<file path="src/rtl/switch_defs.sv">
// Shared definitions for the switch debouncer: FSM state encodings and
// the default qualification length.
package switch_defs;

    localparam logic [1:0] ST_LO  = 2'd0;
    localparam logic [1:0] CHK_HI = 2'd1;
    localparam logic [1:0] ST_HI  = 2'd2;
    localparam logic [1:0] CHK_LO = 2'd3;

    // Default number of consecutive synchronized cycles a new level must hold.
    localparam int unsigned STABLE_CYCLES_DEFAULT = 32'd50000;

    // True while a candidate transition is being qualified.
    function automatic logic is_check_state(input logic [1:0] st);
        return (st == CHK_HI) || (st == CHK_LO);
    endfunction

endpackage

</file>
<file path="src/rtl/switch_sync.sv">
// Multi-stage flop synchronizer for a single asynchronous level.
// Reusable for any other asynchronous input that needs bringing into clk.
module switch_sync #(
    parameter int unsigned SYNC_STAGES = 2
) (
    input  logic clk,
    input  logic rst_n,
    input  logic async_in,
    output logic sync_out
);

    logic [SYNC_STAGES-1:0] chain_r;

    // Shift the raw level through the chain; only the last stage is used downstream.
    always_ff @(posedge clk or negedge rst_n) begin
        if (!rst_n) begin
            chain_r <= {SYNC_STAGES{1'b0}};
        end else begin
            chain_r <= {chain_r[SYNC_STAGES-2:0], async_in};
        end
    end

    assign sync_out = chain_r[SYNC_STAGES-1];

endmodule

</file>
<file path="src/rtl/switch_debouncer.sv">
// Debounces a raw mechanical switch into a clean synchronous level with
// one-cycle rise/fall strobes and a wrapping count of accepted edges.
// db_out feeds the CMOS inverter stage input directly, so it is registered.
module switch_debouncer
    import switch_defs::*;
#(
    parameter int unsigned SYNC_STAGES   = 2,
    parameter int unsigned STABLE_CYCLES = STABLE_CYCLES_DEFAULT,
    parameter int unsigned CNT_WIDTH     = 16
) (
    input  logic       clk,
    input  logic       rst_n,
    input  logic       sw_in,
    output logic       db_out,
    output logic       rise_pulse,
    output logic       fall_pulse,
    output logic       busy,
    output logic [7:0] edge_count
);

    // Counter value at which the candidate level has been stable long enough.
    localparam logic [CNT_WIDTH-1:0] CNT_LAST = CNT_WIDTH'(STABLE_CYCLES - 32'd1);

    logic                 sync_s;
    logic [1:0]           state_r;
    logic [1:0]           state_nxt_s;
    logic [CNT_WIDTH-1:0] cnt_r;
    logic [CNT_WIDTH-1:0] cnt_nxt_s;
    logic                 db_nxt_s;
    logic                 rise_nxt_s;
    logic                 fall_nxt_s;
    logic [7:0]           edge_nxt_s;

    switch_sync #(
        .SYNC_STAGES (SYNC_STAGES)
    ) u_sync (
        .clk      (clk),
        .rst_n    (rst_n),
        .async_in (sw_in),
        .sync_out (sync_s)
    );

    // Next-state logic: a level change is accepted only after it survives
    // STABLE_CYCLES qualification cycles; any reversal aborts the candidate.
    always_comb begin
        state_nxt_s = state_r;
        cnt_nxt_s   = cnt_r;
        db_nxt_s    = db_out;
        rise_nxt_s  = 1'b0;
        fall_nxt_s  = 1'b0;
        edge_nxt_s  = edge_count;
        case (state_r)
            ST_LO: begin
                if (sync_s) begin
                    state_nxt_s = CHK_HI;
                    cnt_nxt_s   = {CNT_WIDTH{1'b0}};
                end else begin
                    state_nxt_s = ST_LO;
                end
            end
            CHK_HI: begin
                if (!sync_s) begin
                    state_nxt_s = ST_LO;
                end else if (cnt_r == CNT_LAST) begin
                    state_nxt_s = ST_HI;
                    db_nxt_s    = 1'b1;
                    rise_nxt_s  = 1'b1;
                    edge_nxt_s  = edge_count + 8'd1;
                end else begin
                    cnt_nxt_s = cnt_r + CNT_WIDTH'(1);
                end
            end
            ST_HI: begin
                if (!sync_s) begin
                    state_nxt_s = CHK_LO;
                    cnt_nxt_s   = {CNT_WIDTH{1'b0}};
                end else begin
                    state_nxt_s = ST_HI;
                end
            end
            CHK_LO: begin
                if (sync_s) begin
                    state_nxt_s = ST_HI;
                end else if (cnt_r == CNT_LAST) begin
                    state_nxt_s = ST_LO;
                    db_nxt_s    = 1'b0;
                    fall_nxt_s  = 1'b1;
                    edge_nxt_s  = edge_count + 8'd1;
                end else begin
                    cnt_nxt_s = cnt_r + CNT_WIDTH'(1);
                end
            end
            default: begin
                state_nxt_s = ST_LO;
                cnt_nxt_s   = {CNT_WIDTH{1'b0}};
                db_nxt_s    = 1'b0;
            end
        endcase
    end

    // State, counter and output registers; reset aborts any qualification.
    always_ff @(posedge clk or negedge rst_n) begin
        if (!rst_n) begin
            state_r    <= ST_LO;
            cnt_r      <= {CNT_WIDTH{1'b0}};
            db_out     <= 1'b0;
            rise_pulse <= 1'b0;
            fall_pulse <= 1'b0;
            edge_count <= 8'd0;
        end else begin
            state_r    <= state_nxt_s;
            cnt_r      <= cnt_nxt_s;
            db_out     <= db_nxt_s;
            rise_pulse <= rise_nxt_s;
            fall_pulse <= fall_nxt_s;
            edge_count <= edge_nxt_s;
        end
    end

    assign busy = is_check_state(state_r);

endmodule
</file>
<file path="config.mk">
export PLATFORM = sky130hd
export DESIGN_NAME = switch_debouncer
export DESIGN_NICKNAME = d
export VERILOG_FILES = /design/src/rtl/switch_defs.sv /design/src/rtl/switch_sync.sv /design/src/rtl/switch_debouncer.sv
export SDC_FILE = /design/constraint.sdc
export NUM_CORES = 1
export LEC_CHECK = 0
export CELL_PAD_IN_SITES_DETAIL_PLACEMENT = 2
export CELL_PAD_IN_SITES_GLOBAL_PLACEMENT = 2
export CORE_ASPECT_RATIO = 0.9
export CORE_MARGIN = 4
export CORE_UTILIZATION = 35
export CTS_CLUSTER_SIZE = 20
export DETAILED_ROUTE_END_ITERATION = 8
export PLACE_DENSITY = 0.81
export RECOVER_POWER = 25
export SYNTH_ARGS = -nofsm -noshare
export SYNTH_HDL_FRONTEND = slang
export SYNTH_HIERARCHICAL = 1
export SYNTH_SLANG_ARGS = --single-unit
</file>
<file path="constraint.sdc">
create_clock -name clk -period 3.3 [get_ports clk]
set_input_delay 0.66 -clock clk [delete_from_list [all_inputs] [get_ports clk]]
set_output_delay 0.66 -clock clk [all_outputs]
set_load 0.03 [all_outputs]
</file>
==> impl_metrics.yaml, run 1 <==
placement:
  dpl_cell_area_sq_um: 1730
  dp_hpwl_um: 2940
  pre_cts_ws_ns: 0.758
  io_buffers: 14
  routabilityCongestion: 0.781
synth:
  ys_warn_count: 6
  ys_ff_latch: 31
  synth_area_sq_um: 1520
  synth_cells: 154
  async_reset_ff_share_pct: 100
  avgSynthCellArea_sq_um: 9.88
  ys.flop_type: "dfrtp_1"
  synth_edf_count: 0
  synth_seq_area_share_pct: 51.0
  syn_nets: 159
  yosysUniqueCellTypes: 36
critical_path:
  r2r_end: "edge_count[1]"
  critPathLaunchType: "flip-flop"
  regToRegStartpoint: "cnt_r[12]"
  crit_path_end_kind: "flip-flop"
  cp.arrival_ns: 2.72
  crit_fanout: 5
  critical_path_class: "reg2reg"
  reg2regPathDepth: 4
  r2r_slack_ns: 0.74
  required_ns: 3.46
sta:
  finalHoldViolations: 0
  fin_crit_sh_pct: 77.6
  fin_worst_skew_ns: 0.00960
  slew_viol_final: 32
  tightest_slew_ns: 1.69
  maxSlewHeadroom_pct: -12.9
  finalWorstSetupSlack_ns: 0.738
  tns_ns: 0
  max_freq_ghz: 0.390
  period_minus_slack_ns: 2.56
  finalSetupViolations: 0
  rsz0062_at_grt: "false"
power_and_ir_drop:
  finalPower_uw: 763
  p_leak_uw: 0.000783
  irDropWorstVdd_v: 0.000212
  power.density_nw_per_um2: 418
global_routing:
  grt_pass1_vias: 1383
  grt_pass1_wl_um: 7040
  grt_usage_pct: 16.3
  grt.overflow.total: 0
  grt_max_degree: 32
  antenna_found_initial: 0
clock_network:
  post_cts_buffers: 0
  clock_latency_ns: 0.28
  clk_pin_slew_ns: 0.07
  cts.path.max_buffers: 2
  cts_buffers: 5
  cts-root-buf: "clkbuf_8"
  cts_tree: "built"
  ctsHtreeMaxLevel: 2
  cts_sinks: 31
  cts_hold_buf: 0
  postCtsResizedCells: 0
layout:
  nets: 179
  area_delta_synth_final_pct: 20.1
  drive_above_1_share_pct: 9.14
  num_antenna_cells: 0
  n_fill_cell: 472
  design_area_sq_um: 1830
flow_run:
  drv_cap: 1
drt:
  wl_um: 4070
  drtIter0Drc: 41
  ant_nets: 0
  vias: 1271
  drc: 0
  dr.pass1.iters: 4
  vias_per_cell: 5.70
  avgRoutedWirePerCell_um: 18.2
run_status:
  violations: "capacitance limit, slew limit"
  status: "finished, violations left"
worst_hold_path:
  hold_depth: 0
  holdCritPathClass: "reg2reg"
  min_to: "u_sync/chain_r[1]"
  hold_start: "u_sync/chain_r[0]"
floorplanning:
  start_util_pct: 36.8
  die_x_um: 77.5
  pin_count: 15
  die-area_sq_um: 5470
  die_y_um: 70.6
  rows: 22
  core_sq_um: 4130
how the worst max path moves through the flow:
stage,slack [ns],end,startpoint
floorplan,0.90,edge_count[1],cnt_r[11]
finish,0.74,edge_count[1],cnt_r[12]
detailed placement,0.76,edge_count[1],cnt_r[11]
global placement,0.82,edge_count[1],cnt_r[11]
global route,0.60,cnt_r[9],rst_n
CTS,0.73,edge_count[1],cnt_r[12]
cells in the final DEF, fill, tap and decap left out, types with 2 or more instances in the layout:
cell type,Yosys,routed
ha_1,2,2
xor2_1,6,6
dlygate4sd3_1,0,2
nor3_1,6,6
nand2_1,13,13
o311ai_0,2,2
a21oi_1,8,8
or3_1,4,4
nor2_1,8,8
or4b_1,2,2
xnor2_1,3,3
dfrtp_1,31,31
o21ai_0,10,10
or2_2,2,2
inv_1,8,8
nor4_1,4,4
nand3_1,12,12
clkbuf_1,3,2
a22o_1,4,4
clkdlybuf4s50_1,0,12
nand4b_1,2,2
buf_4,0,3
clkbuf_8,0,7
nand4_1,3,3
and3_1,5,5
worst max-delay path, cell delays in order (launching register included):
cell and delay [ns]:
dfrtp_1 0.41, or4b_1 0.55, or4_4 0.47, or4b_1 0.66
mux2_4 0.34
metal layers:
| metal | track usage [%] | part of all wire (%) |
|---|---|---|
| met5 | 0 | 0 |
| met1 | 21.3 | 46 |
| met4 | 4.35 | 0.47 |
| met2 | 26.7 | 50 |
| met3 | 4.45 | 3.4 |
where the power goes:
part / internal, uW / switching [uW] / leakage (uW) / total, uW
Combinational: 12.9 / 26.0 / 0.000307 / 38.9
Clock: 190 / 138 / 0.0000515 / 329
Sequential: 387 / 9.24 / 0.000424 / 396
Total: 590 / 174 / 0.000783 / 763
cell usage after synthesis (all sizes together), types with 2 or more instances:
cell type  count  area, sq um
nor2           8         30.0
nand4          3         18.8
xnor2          3         26.3
and3           5         31.3
xor2           6         52.6
buf            2         10.0
dfrtp         31          776
nor4           4         25.0
or2            2         12.5
nand3         12         60.1
a21oi          8         40.0
or4b           2         20.0
inv            8         30.0
ha             2         25.0
clkbuf         3         11.3
a22o           4         35.0
nand4b         2         17.5
mux2           2         26.3
nand2         13         48.8
o21ai         10         50.1
o311ai         2         17.5
nor3           7         40.0
or3            4         25.0
per-stage QoR:
step,instances,utilization [%],hold slack [ns]
2_1_floorplan,154,-,0.331
3_3_place_gp,215,41.9,0.346
3_5_place_dp,215,41.9,0.340
4_1_cts,223,44.3,0.365
5_1_grt,223,44.2,0.368
6_report,223,44.2,0.363
final cells by class:
| type | count | area (sq um) | share of cell area (%) |
|---|---|---|---|
| Sequential cell | 31 | 776 | 42.5 |
| Multi-Input combinational cell | 110 | 694 | 38.0 |
| Timing Repair Buffer | 18 | 166 | 9.11 |
| Clock buffer | 8 | 100 | 5.48 |
| Tap cell | 48 | 60.1 | 3.29 |
| Inverter | 8 | 30.0 | 1.64 |
flip-flops by register name (all words and copies together) (netlist names), named ones only:
signal / cells
cnt_r: 16
edge_count: 8
u_sync/chain_r: 2
db_out: 1
fall_pulse: 1
rise_pulse: 1
state_r: 1
kinds of logic (layout without fill, tap and decap cells):
| family | after synthesis | in the layout | share of synthesized area [%] |
|---|---|---|---|
| XOR/XNOR | 9 | 9 | 5.18 |
| adder cells (fa/ha/maj) | 2 | 2 | 1.64 |
| AND/OR/NAND/NOR | 66 | 66 | 23.8 |
| buffers and inverters | 13 | 34 | 3.37 |
| AO/OA/AOI/OAI | 30 | 30 | 12.6 |
| multiplexers | 3 | 3 | 2.38 |
| flip-flops | 31 | 31 | 51.0 |
Note: power is estimated with default switching activity, not from simulation.
==> run 2: changes to the inputs <==
clock period = 2.57 ns   (was 3.3 ns; I/O delays follow)
==> run 2 against run 1 <==
Compared with the run above: highest routed layer unchanged; cell count up 1.3%; sequential share of layout area is 0.17 points lower; power grew 20%; non-clock buffer count rose by 3; cell area is 0.41% higher; via count about the same; count of clock-buffer cells in the layout decreased by 1; first-iteration DRC count is 32% higher; register-to-register slack got worse by 0.63 ns; the flow still finishes with violations (capacitance limit, slew limit); sequential power rose by 28%.
==> impl_metrics.yaml, run 2 (same netlist as run 1, synthesis figures left out) <==
sta:
  tns_ns: 0
  fin_worst_skew_ns: 0.00533
  slew_viol_final: 32
  rsz0062_at_grt: "false"
  max_freq_ghz: 0.406
  finalHoldWorstSlack_ns: 0.368
  maxSlewHeadroom_pct: -14.3
  finalHoldViolations: 0
  tightest_slew_ns: 1.72
  fin_crit_sh_pct: 95.9
  finalSetupViolations: 0
  finalWorstSetupSlack_ns: 0.106
  period_minus_slack_ns: 2.46
critical_path:
  regToRegStartpoint: "cnt_r[12]"
  critPathLaunchType: "flip-flop"
  r2r_slack_ns: 0.11
  r2r_end: "edge_count[1]"
  reg2regPathDepth: 4
  crit_fanout: 5
  crit_path_end_kind: "flip-flop"
  required_ns: 2.73
  cp.arrival_ns: 2.62
  critical_path_class: "reg2reg"
drt:
  wl_um: 4180
  ant_nets: 0
  wl_met2_um: 2020
  routed.top_layer: "met4"
  routed-wl-met3_um: 144
  m1WireLength_um: 1980
  vias_per_cell: 5.62
  drc: 0
  dr.pass1.iters: 4
  drtIter0Drc: 54
  avgRoutedWirePerCell_um: 18.5
  vias: 1270
global_routing:
  antenna_found_initial: 0
  grt.overflow.total: 0
  grt_pass1_vias: 1320
  grt_pass1_wl_um: 7030
  grt_usage_pct: 16.4
  grt_max_degree: 32
layout:
  drive_above_1_share_pct: 10.7
  final_cell_mix: "31 x dfrtp_1, 13 x nand2_1, 13 x clkdlybuf4s50_1"
  final_common_cell: "dfrtp_1"
  max_flop_register: "cnt_r"
  design_area_sq_um: 1830
  largest_registers: "cnt_r: 16 flops, edge_count: 8 flops, u_sync/chain_r: 2 flops"
  nets: 182
  largest_reg_flops: 16
  num_antenna_cells: 0
  area_delta_synth_final_pct: 20.6
placement:
  dpl_cell_area_sq_um: 1750
  routabilityCongestion: 0.793
  pre_cts_ws_ns: 0.0179
  dp_hpwl_um: 3030
  io_buffers: 14
power_and_ir_drop:
  p_leak_uw: 0.000791
  irDropWorstVdd_v: 0.000224
  power.density_nw_per_um2: 500
worst_hold_path:
  min_to: "u_sync/chain_r[1]"
  hold_start: "u_sync/chain_r[0]"
  hold_depth: 0
  holdCritPathClass: "reg2reg"
clock_network:
  cts_tree: "built"
  cts_buffers: 5
  ctsHtreeMaxLevel: 2
  cts_sinks: 31
  cts-root-buf: "clkbuf_8"
  cts.path.max_buffers: 2
  clock_latency_ns: 0.27
  cts_hold_buf: 0
  clk_pin_slew_ns: 0.07
run_status:
  violations: "capacitance limit, slew limit"
  status: "finished, violations left"
floorplanning:
  core_sq_um: 4130
  die_y_um: 70.6
  pin_count: 15
  die-area_sq_um: 5470
  start_util_pct: 36.8
  die_x_um: 77.5
  rows: 22
flow_run:
  drv_cap: 1
run 2: cell count changes in the layout (fill, tap and decap cells not counted), sizes merged:
| cell | before | now |
|---|---|---|
| clkinv | 0 | 1 |
| dlygate4sd3 | 2 | 1 |
| buf | 3 | 6 |
| clkdlybuf4s50 | 12 | 13 |
| clkbuf | 9 | 8 |
run 2: power breakdown:
group	internal (uW)	switching, uW	total [uW]
Combinational	16.9	33.6	50.5
Sequential	496	11.5	508
Clock	190	170	359
run 2: cell type report:
| class | instances | area (sq um) |
|---|---|---|
| well taps | 48 | 60.1 |
| flip-flops and latches | 31 | 776 |
| clock inverters | 1 | 5.00 |
| fillers | 451 | 2290 |
| multi-input cells | 110 | 698 |
| inverters | 8 | 30.0 |
| clock buffers | 7 | 76.3 |
| repair buffers | 21 | 189 |
run 2: through the flow:
step | total power (uW) | util [%] | cells
global route | 967 | 44.4 | 226
finish | 918 | 44.4 | 226
CTS | 937 | 44.4 | 226
detailed placement | 569 | 42.5 | 218
floorplan | 540 | - | 154
global placement | 565 | 42.5 | 218
run 2: how the worst max path moves through the flow:
stage / start / slack, ns / endpoint / depth (start not counted)
global route: cnt_r[11] / 0.03 / edge_count[4] / 5
floorplan: cnt_r[11] / 0.17 / edge_count[1] / 5
finish: cnt_r[12] / 0.11 / edge_count[1] / 4
global placement: cnt_r[12] / 0.08 / edge_count[1] / 4
detailed placement: cnt_r[12] / 0.02 / edge_count[1] / 4
CTS: cnt_r[12] / 0.003 / edge_count[1] / 4
run 2: routing by layer:
layer  global-route usage (%)  up-vias
met1                     22.1      640
met5                        0        -
met4                     4.74        0
li1                         -      607
met2                     26.7       19
met3                     3.69        4
run 2: timing repair:
action	4_1_cts	5_1_grt
resized for setup	0	1
setup endpoints to repair	0	4
setup buffers	0	0
run 2: critical path, stage by stage (launching register included):
cell,delay (ns)
dfrtp_1,0.41
or4b_1,0.56
or4_4,0.47
or4b_4,0.59
mux2_4,0.31
